[config.mk]
export PLATFORM = sky130hd
export DESIGN_NAME = multicycle_ctrl
export DESIGN_NICKNAME = d
export VERILOG_FILES = /design/src/rtl/risc_pkg.sv /design/src/rtl/multicycle_ctrl_decode.sv /design/src/rtl/multicycle_ctrl.sv
export SDC_FILE = /design/constraint.sdc
export NUM_CORES = 1
export LEC_CHECK = 0
export CORE_MARGIN = 2
export CORE_UTILIZATION = 40
export CTS_BUF_LIST = sky130_fd_sc_hd__clkbuf_16
export DETAILED_ROUTE_END_ITERATION = 12
export GPL_TIMING_DRIVEN = 0
export PLACE_DENSITY = 0.7
export SYNTH_ARGS = -nofsm -noshare
export SYNTH_HDL_FRONTEND = slang
export SYNTH_HIERARCHICAL = 1
export SYNTH_SLANG_ARGS = --single-unit
[constraint.sdc]
create_clock -name clk -period 1.6 [get_ports clk]
set_input_delay 0.16 -clock clk [delete_from_list [all_inputs] [get_ports clk]]
set_output_delay 0.16 -clock clk [all_outputs]
set_load 0.02 [all_outputs]
[src/rtl/risc_pkg.sv]
// Shared opcode map, InsL sub-codes, step numbers and control types for the multicycle RISC core.
package risc_pkg;

    localparam int unsigned OPC_W  = 5;
    localparam int unsigned SUB_W  = 2;
    localparam int unsigned STEP_W = 3;

    localparam logic [OPC_W-1:0] OP_ALU    = 5'b00000;
    localparam logic [OPC_W-1:0] OP_LHI    = 5'b00001;
    localparam logic [OPC_W-1:0] OP_LLI    = 5'b00010;
    localparam logic [OPC_W-1:0] OP_LDRRI  = 5'b00011;
    localparam logic [OPC_W-1:0] OP_LDRRR  = 5'b00100;
    localparam logic [OPC_W-1:0] OP_STRRI  = 5'b00101;
    localparam logic [OPC_W-1:0] OP_STRCMP = 5'b00110;
    localparam logic [OPC_W-1:0] OP_ADDI   = 5'b00111;
    localparam logic [OPC_W-1:0] OP_SUBI   = 5'b01000;
    localparam logic [OPC_W-1:0] OP_MOV    = 5'b01011;
    localparam logic [OPC_W-1:0] OP_JMP    = 5'b10000;
    localparam logic [OPC_W-1:0] OP_JALRL  = 5'b10001;
    localparam logic [OPC_W-1:0] OP_JALRR  = 5'b10010;
    localparam logic [OPC_W-1:0] OP_JR     = 5'b10011;
    localparam logic [OPC_W-1:0] OP_BCOND  = 5'b11000;
    localparam logic [OPC_W-1:0] OP_BAL    = 5'b11001;
    localparam logic [OPC_W-1:0] OP_SYS    = 5'b11100;

    // InsL sub-codes: ALU flavour, STR/CMP split, and system OutR/HLT split
    localparam logic [SUB_W-1:0] SUB_ADD   = 2'b00;
    localparam logic [SUB_W-1:0] SUB_ADC   = 2'b01;
    localparam logic [SUB_W-1:0] SUB_SUB   = 2'b10;
    localparam logic [SUB_W-1:0] SUB_SBB   = 2'b11;
    localparam logic [SUB_W-1:0] SUB_STRRR = 2'b00;
    localparam logic [SUB_W-1:0] SUB_CMP   = 2'b01;
    localparam logic [SUB_W-1:0] SUB_OUTR  = 2'b00;
    localparam logic [SUB_W-1:0] SUB_HLT   = 2'b01;

    localparam logic [STEP_W-1:0] STEP_FETCH  = 3'd0;
    localparam logic [STEP_W-1:0] STEP_DECODE = 3'd1;
    localparam logic [STEP_W-1:0] STEP_EXEC   = 3'd2;
    localparam logic [STEP_W-1:0] STEP_MEM    = 3'd3;
    localparam logic [STEP_W-1:0] STEP_WB     = 3'd4;

    typedef enum logic [3:0] {
        CL_NOP,
        CL_LOAD_IMM,
        CL_ALU,
        CL_CMP,
        CL_LDR,
        CL_STR,
        CL_BR,
        CL_JAL,
        CL_OUT,
        CL_HLT
    } op_class_t;

    typedef enum logic {
        ST_RUN,
        ST_HALT
    } ctrl_state_t;

    // Step at which an instruction of the given class ends
    function automatic logic [STEP_W-1:0] last_step_of(input op_class_t cls);
        case (cls)
            CL_ALU, CL_CMP, CL_STR: last_step_of = STEP_MEM;
            CL_LDR:                 last_step_of = STEP_WB;
            default:                last_step_of = STEP_EXEC;
        endcase
    endfunction

endpackage

[src/rtl/multicycle_ctrl_decode.sv]
// Combinational opcode decoder: maps (InsM, InsL) to instruction class and last step.
module multicycle_ctrl_decode
    import risc_pkg::*;
(
    input  logic [OPC_W-1:0]  ins_m,
    input  logic [SUB_W-1:0]  ins_l,
    output op_class_t         op_class,
    output logic [STEP_W-1:0] last_step
);

    always_comb begin
        op_class = CL_NOP;
        case (ins_m)
            OP_LHI, OP_LLI, OP_MOV: op_class = CL_LOAD_IMM;
            OP_ALU: begin
                case (ins_l)
                    SUB_ADD, SUB_ADC, SUB_SUB, SUB_SBB: op_class = CL_ALU;
                    default:                            op_class = CL_NOP;
                endcase
            end
            OP_ADDI, OP_SUBI:   op_class = CL_ALU;
            OP_LDRRI, OP_LDRRR: op_class = CL_LDR;
            OP_STRRI:           op_class = CL_STR;
            OP_STRCMP: begin
                if (ins_l == SUB_STRRR) begin
                    op_class = CL_STR;
                end else if (ins_l == SUB_CMP) begin
                    op_class = CL_CMP;
                end
            end
            OP_BCOND, OP_BAL, OP_JMP, OP_JR: op_class = CL_BR;
            OP_JALRL, OP_JALRR:              op_class = CL_JAL;
            OP_SYS: begin
                if (ins_l == SUB_OUTR) begin
                    op_class = CL_OUT;
                end else if (ins_l == SUB_HLT) begin
                    op_class = CL_HLT;
                end
            end
            default: op_class = CL_NOP;
        endcase
        last_step = last_step_of(op_class);
    end

endmodule

[src/rtl/multicycle_ctrl.sv]
// Step sequencer and per-step control strobe generator for the multicycle RISC core.
// Optional: MULTICYCLE_CTRL_MEM_WAIT_EN makes memory steps wait for MemRdy.
module multicycle_ctrl
    import risc_pkg::*;
#(
    parameter int unsigned CNT_W       = 3,
    parameter int unsigned HALT_STICKY = 1
) (
    input  logic             clk,
    input  logic             Rst,
    input  logic [OPC_W-1:0] InsM,
    input  logic [SUB_W-1:0] InsL,
    input  logic             MemRdy,
    input  logic             Resume,
    output logic [CNT_W-1:0] Cnt,
    output logic             Buff_PC,
    output logic             IR_Ld,
    output logic             PC_Ld,
    output logic             ALUorNot,
    output logic             RegWr,
    output logic             MemRd,
    output logic             MemWr,
    output logic             FlagWr,
    output logic             Halted
);

    ctrl_state_t       state_q, state_d;
    logic [CNT_W-1:0]  cnt_q, cnt_d;
    op_class_t         op_q, op_d;
    logic [STEP_W-1:0] last_q, last_d;
    op_class_t         dec_class;
    logic [STEP_W-1:0] dec_last;
    logic              mem_wait;
    logic              stall;
    logic              is_exec, is_mem, is_wb;

`ifdef MULTICYCLE_CTRL_MEM_WAIT_EN
    assign mem_wait = ~MemRdy;
`else
    logic unused_mem_rdy;
    assign unused_mem_rdy = MemRdy;
    assign mem_wait       = 1'b0;
`endif

    multicycle_ctrl_decode u_decode (
        .ins_m     (InsM),
        .ins_l     (InsL),
        .op_class  (dec_class),
        .last_step (dec_last)
    );

    assign is_exec = (cnt_q == CNT_W'(STEP_EXEC));
    assign is_mem  = (cnt_q == CNT_W'(STEP_MEM));
    assign is_wb   = (cnt_q == CNT_W'(STEP_WB));

    always_ff @(posedge clk) begin
        if (Rst) begin
            state_q <= ST_RUN;
            cnt_q   <= '0;
            op_q    <= CL_NOP;
            last_q  <= STEP_EXEC;
        end else begin
            state_q <= state_d;
            cnt_q   <= cnt_d;
            op_q    <= op_d;
            last_q  <= last_d;
        end
    end

    always_comb begin
        state_d  = state_q;
        cnt_d    = cnt_q;
        op_d     = op_q;
        last_d   = last_q;
        stall    = 1'b0;
        Cnt      = cnt_q;
        Buff_PC  = 1'b0;
        IR_Ld    = 1'b0;
        PC_Ld    = 1'b0;
        ALUorNot = 1'b0;
        RegWr    = 1'b0;
        MemRd    = 1'b0;
        MemWr    = 1'b0;
        FlagWr   = 1'b0;
        Halted   = 1'b0;

        case (state_q)
            ST_RUN: begin
                if (cnt_q == CNT_W'(STEP_FETCH)) begin
                    IR_Ld = 1'b1;
                    PC_Ld = 1'b1;
                    cnt_d = cnt_q + CNT_W'(1);
                end else if (cnt_q == CNT_W'(STEP_DECODE)) begin
                    op_d   = dec_class;
                    last_d = dec_last;
                    cnt_d  = cnt_q + CNT_W'(1);
                end else begin
                    case (op_q)
                        CL_LOAD_IMM: RegWr = is_exec;
                        CL_ALU: begin
                            ALUorNot = is_exec | is_mem;
                            FlagWr   = is_exec;
                            RegWr    = is_mem;
                        end
                        CL_CMP: begin
                            ALUorNot = is_exec;
                            FlagWr   = is_exec;
                        end
                        CL_LDR: begin
                            ALUorNot = is_exec;
                            MemRd    = is_mem;
                            RegWr    = is_wb;
                            stall    = is_mem & mem_wait;
                        end
                        CL_STR: begin
                            ALUorNot = is_exec;
                            MemWr    = is_mem;
                            stall    = is_mem & mem_wait;
                        end
                        CL_BR:  PC_Ld = is_exec;
                        CL_JAL: begin
                            PC_Ld = is_exec;
                            RegWr = is_exec;
                        end
                        default: ;
                    endcase

                    // HLT parks at step 2 without ending; stalls hold the step
                    if (op_q == CL_HLT) begin
                        state_d = ST_HALT;
                    end else if (stall) begin
                        cnt_d = cnt_q;
                    end else if (cnt_q == CNT_W'(last_q)) begin
                        Buff_PC = 1'b1;
                        cnt_d   = '0;
                    end else if (cnt_q >= CNT_W'(STEP_WB)) begin
                        cnt_d = '0;
                    end else begin
                        cnt_d = cnt_q + CNT_W'(1);
                    end
                end
            end
            ST_HALT: begin
                Halted = 1'b1;
                if ((HALT_STICKY == 0) && Resume) begin
                    state_d = ST_RUN;
                    cnt_d   = '0;
                end
            end
            default: state_d = ST_RUN;
        endcase

        // Reset blanks every output, including the step count
        if (Rst) begin
            Cnt      = '0;
            Buff_PC  = 1'b0;
            IR_Ld    = 1'b0;
            PC_Ld    = 1'b0;
            ALUorNot = 1'b0;
            RegWr    = 1'b0;
            MemRd    = 1'b0;
            MemWr    = 1'b0;
            FlagWr   = 1'b0;
            Halted   = 1'b0;
        end
    end

endmodule

* Word-level counts from Yosys, hierarchy flattened *
Index checks and enable logic that the tools add are counted.

storage, ports and cells
  bits in registers = 11
  latch bits = 0
  RAM bits = 0
  memory bits (read-only) = 0
  word-level logic and storage cells = 126
  memories kept = 0

operators by class
  add/sub/neg operators = 1
  multipliers = 0
  divide/modulo/power cells = 0
  order comparisons = 1
  equal/unequal tests = 38
  shifts and indexed selects = 0
  multiplexer cells = 63
  bitwise gates (word level) = 3
  reductions and logical operators = 16

operator list
  cell                                            count
  two-way mux 1 bit                               47
  one-hot mux 4 bit (9 select lines)              1
  == test 5 bit (second input constant)           7
  == test 4 x 3 -> 1 bit (second input constant)  6
  two-way mux 3 bit                               7
  == test 5 x 3 -> 1 bit (second input constant)  4
  == test 4 x 2 -> 1 bit (second input constant)  4
  two-way mux 4 bit                               4
  OR reduction 2 bit                              6
  == test 5 x 2 -> 1 bit (second input constant)  2
  == test 5 x 4 -> 1 bit (second input constant)  2
  OR reduction 3 bit                              3
  OR reduction 4 bit                              2
  == test 3 x 2 -> 1 bit (second input constant)  2
  inequality test 3 bit (second input constant)   2
  one-hot mux 3 bit (2 select lines)              1
  AND reduction 3 bit                             2
  == test 5 x 1 -> 1 bit (second input constant)  1
  logical NOT 5 bit                               1
  == test 2 bit (second input constant)           2
  == test 4 x 1 -> 1 bit (second input constant)  1
  == test 4 bit (second input constant)           1
  adder 3 x 1 -> 3 bit (second input constant)    1
  == test 3 x 1 -> 1 bit (second input constant)  1
  11 further kinds                                12

* Depth between registers and ports, before layout *
  word-level depth = 10
  depth in mapped cells = 6
  gate-level depth less buffers = 6

* Cells and area by module *
The synthesis kept the hierarchy.

by module, submodules not included
  module                  instances  cells an instance  area an instance (um^2)  sequential area each (um^2)
  multicycle_ctrl         1          81                 711.9                    220.2
  multicycle_ctrl_decode  1          31                 220.2                    0.0

* Worst setup path before layout *
No wires, ideal clock.

  kind = register to output
  from = reg cnt_q[0]
  to = out MemWr
  arrival time = 1817 ps
  data required time = 1440 ps
  path slack = -377 ps
  stages on the path, launching flop included = 6
  path buffers = 0
  cell sequence = dfxtp_1 > inv_1 > ha_1 > nor2_1 > o21ai_1 > nor4b_1

between the ends
  cells in the longest elaborated chain, start to end = 6

ends and longest elaborated chain
  what                    line                    source
  start, declared         multicycle_ctrl.sv:28   logic [CNT_W-1:0] cnt_q, cnt_d;
  start signal, assigned  multicycle_ctrl.sv:64   cnt_q <= cnt_d;
  == test 3 x 2 -> 1 bit  multicycle_ctrl.sv:53   assign is_mem = (cnt_q == CNT_W'(STEP_MEM));
  two-way mux 1 bit       multicycle_ctrl.sv:98   case (op_q)
  two-way mux 1 bit       multicycle_ctrl.sv:93   end else if (cnt_q == CNT_W'(STEP_DECODE)) begin
  two-way mux 1 bit (*)   multicycle_ctrl.sv:89   if (cnt_q == CNT_W'(STEP_FETCH)) begin
  two-way mux 1 bit (*)   multicycle_ctrl.sv:87   case (state_q)
  two-way mux 1 bit (*)   multicycle_ctrl.sv:154  if (Rst) begin
  end, declared           multicycle_ctrl.sv:22   output logic MemWr,

Every way passes the cells marked *; elsewhere a longest branch is shown, timed or not.

* Worst setup path after layout *
  from = reg cnt_q[0]
  to = out ALUorNot

between the ends
  cells in the longest elaborated chain, start to end = 7

ends and longest elaborated chain
  what                                              line                                          source
  == test 3 x 2 -> 1 bit, on equally long branches  multicycle_ctrl.sv:52, multicycle_ctrl.sv:53
  OR 1 bit                                          multicycle_ctrl.sv:101                        ALUorNot = is_exec | is_mem;
  one-hot mux 1 bit (2 select lines)                multicycle_ctrl.sv:98
  two-way mux 1 bit                                 multicycle_ctrl.sv:93
  two-way mux 1 bit (*)                             multicycle_ctrl.sv:89
  two-way mux 1 bit (*)                             multicycle_ctrl.sv:87
  two-way mux 1 bit (*)                             multicycle_ctrl.sv:154
  end, declared                                     multicycle_ctrl.sv:19                         output logic ALUorNot,

Marked as above.

==> flow_metrics.tcl <==
set metrics [dict create \
    status "complete, but fails checks" \
    failed_checks "setup timing" \
    final_cell_count_no_fill 177 \
    synth_flop_cell "dfxtp_1" \
    grt_antenna_before_repair 0 \
    worstPathArrival_ns 1.63 \
    rr_worst_depth 8 \
    final_net_count 166 \
    drt_first_pass_iters 4 \
    synth_seq_cells 11 \
    yosysSeqAreaShare_pct 23.6 \
    die_area_mm2 0.00273 \
    required_ns 1.44 \
    portBuffers 17 \
    placed_area_mm2 0.00116 \
    drv_slew 0 \
    grt_pass1_wl_um 4530 \
    post-route-period-util_pct 112 \
    hold_ws_ns 0.354 \
    pin_count 23 \
    fillers 178 \
    overflow 0 \
    die_h_um 52.3 \
    drc 0 \
    cts.sinks 11 \
    holdPathEnd "op_q[3]" \
    layout-drive-gt1-share_pct 44.3 \
    fin_skew_ns 0.00316 \
    wl_per_cell_um 17.9 \
    hold_viol 0 \
    cts_buffers 3 \
    synth.avg_cell_area_um2 8.32 \
    routabilityCongestion 0.752 \
    holdPathStages 4 \
    final_area_mm2 0.00152 \
    vias 1018 \
    viasPerCell 5.75 \
    die_x_um 52.3 \
    htree_levels 1 \
    cts-root-buf "clkbuf_16" \
    grt_setup_unrepaired "yes" \
    cap_violations 0 \
    dpl.hpwl_um 1660 \
    reg2reg_setup_slack_ns -0.13 \
    critical_path_class "reg -> out" \
    grt_util_all_layers_pct 23.0 \
    min_from "InsM[0]" \
    postRouteAntennaNets 0 \
    p_leak_nw 0.622 \
    fin_util_pct 68.8 \
    antenna_cells 0 \
    start_util_pct 42.1 \
    timing.rr.end "op_q[2]" \
    cts_tree "done" \
    worstHoldPathType "in -> reg" \
    dp.cells 157 \
    grt_max_degree 11 \
    place_ws_ns -0.769 \
    vdd_drop_max_mv 1.40 \
    crit_path_end_kind "primary output" \
    first_global_vias 891 \
    ys_types 45 \
    core-area_mm2 0.00221 \
    synthArstFlopShare_pct 0 \
    yosysWarnings 6 \
    period_needed_ns 1.79 \
    setup_viol 16 \
    fp-row-count 17 \
    syn2layout_area_growth_pct 63.4 \
    initialDrtViolationCount 29 \
    netlist_instances 112 \
    synth_area_um2 932 \
    clk_latency_ns 0.24 \
    worst_pin_slew_ns 0.422 \
    finalWorstSetupSlack_ns -0.192 \
    syn_nets 128 \
    slew_headroom_pct 71.8 \
    r2r_start "cnt_q[0]" \
    max_freq_mhz 558 \
    clk_pin_slew_ns 0.04 \
    p_per_area_mw_per_mm2 1410 \
    synth_edf_count 0 \
    drt_wl_total_um 3180 \
    cp_max_fo 6 \
    cts_buffer_depth 2 \
    start_kind "flip-flop" \
]
==> metrics by stage <==
step / total power, mW / setup TNS, ns
floorplan: 0.863 / -0.311
global placement: 1.03 / -6.08
detailed placement: 1.05 / -6.56
CTS: 1.85 / -0.409
global route: 2.24 / -2.67
finish: 2.15 / -1.82
==> flip-flops by register name, indices dropped and copies added, names as in the netlist <==
name and flops:
cnt_q 3, op_q 4, last_q 3, state_q 1
==> cells in the mapped netlist (2+ instances only) <==
master / n / area (um^2)
buf_6: 4 / 45.0
nor3_1: 2 / 10.0
inv_1: 6 / 22.5
o21ai_1: 2 / 10.0
o21a_1: 2 / 15.0
nor2b_1: 4 / 25.0
mux2i_1: 6 / 60.1
dfxtp_1: 11 / 220
nand2_1: 5 / 18.8
and2_1: 2 / 12.5
nor2_1: 21 / 78.8
o21ai_0: 3 / 15.0
xor2_1: 3 / 26.3
ha_1: 5 / 62.6
a21oi_1: 4 / 20.0
a22o_1: 2 / 17.5
nor3b_1: 2 / 15.0
==> worst max-delay path: stages (launching register included) <==
cell and delay, ns:
dfxtp_4 0.37, buf_4 0.15, ha_4 0.17, nor2_4 0.11, o21ai_4 0.11, buf_4 0.16
a211oi_2 0.15, buf_4 0.17
==> cells in the final DEF, fill, tap and decap left out, drive strengths merged, types with 2 or more instances in the layout <==
master and count:
mux2i 6, nand2 5, dfxtp 11, dlygate4sd2 4, clkdlybuf4s50 5, nor3 2
nand2b 2, o21a 2, nor3b 2, o21ai 5, nor2 21, xor2 3
buf 29, and2 3, ha 5, nor4 2, clkbuf 3, nor2b 5
a21oi 5, nor4b 2, inv 7, a22o 2
==> worst max path at each step <==
stage              from        to  slack [ns]  cells past startpoint
6_report       cnt_q[0]  ALUorNot       -0.19                      7
5_1_grt        cnt_q[0]  ALUorNot       -0.23                      7
4_1_cts        cnt_q[1]     MemWr       -0.10                      6
3_5_place_dp   cnt_q[0]     MemWr       -0.77                      6
3_3_place_gp   cnt_q[0]     MemWr       -0.71                      6
2_1_floorplan  cnt_q[0]     MemWr       -0.16                      5
==> power breakdown <==
part           switching, mW  leakage [nW]  internal (mW)
Clock                  0.129        0.0423          0.329
Combinational          0.606         0.489          0.679
Sequential            0.0748        0.0906          0.334
Total                  0.809         0.622           1.34
==> cell families (layout without fill, tap and decap cells) <==
| kind of cell | count (synthesis) | count (layout) | synth area share [%] |
|---|---|---|---|
| buf+inv | 12 | 49 | 8.19 |
| fa+ha+maj | 5 | 5 | 6.71 |
| xor+xnor | 3 | 3 | 2.82 |
| flops | 11 | 11 | 23.6 |
| mux | 6 | 6 | 6.44 |
| simple gates | 49 | 49 | 31.1 |
| compound gates | 26 | 26 | 21.1 |
==> area by class of cell <==
cell class,count,area [um^2],share of cell area (%)
sequential,11,228,15.0
timing repair buffer,33,298,19.6
tap,28,35.0,2.30
inverter,6,27.5,1.81
clock buffer,3,75.1,4.93
clock inverter,1,3.75,0.247
buffer,6,55.1,3.62
multi-input combinational,89,801,52.6
==> layer usage <==
metal  vias to the layer above  global-route usage (%)  share of wire (%)
li1                        477                       -                  -
met1                       507                    29.6                 41
met2                        28                    37.6                 53
met3                         6                    6.00                4.7
met4                         0                    6.41                1.0
met5                         -                       0                  0
==> repair_timing <==
action,4_1_cts,5_1_grt
endpoints found under the hold margin,0,0
setup buffers,9,7
resized for setup,75,9
pin swaps,10,5
endpoints found under the setup margin,22,20
hold buffers,0,0
(Power assumes the default switching activity.)
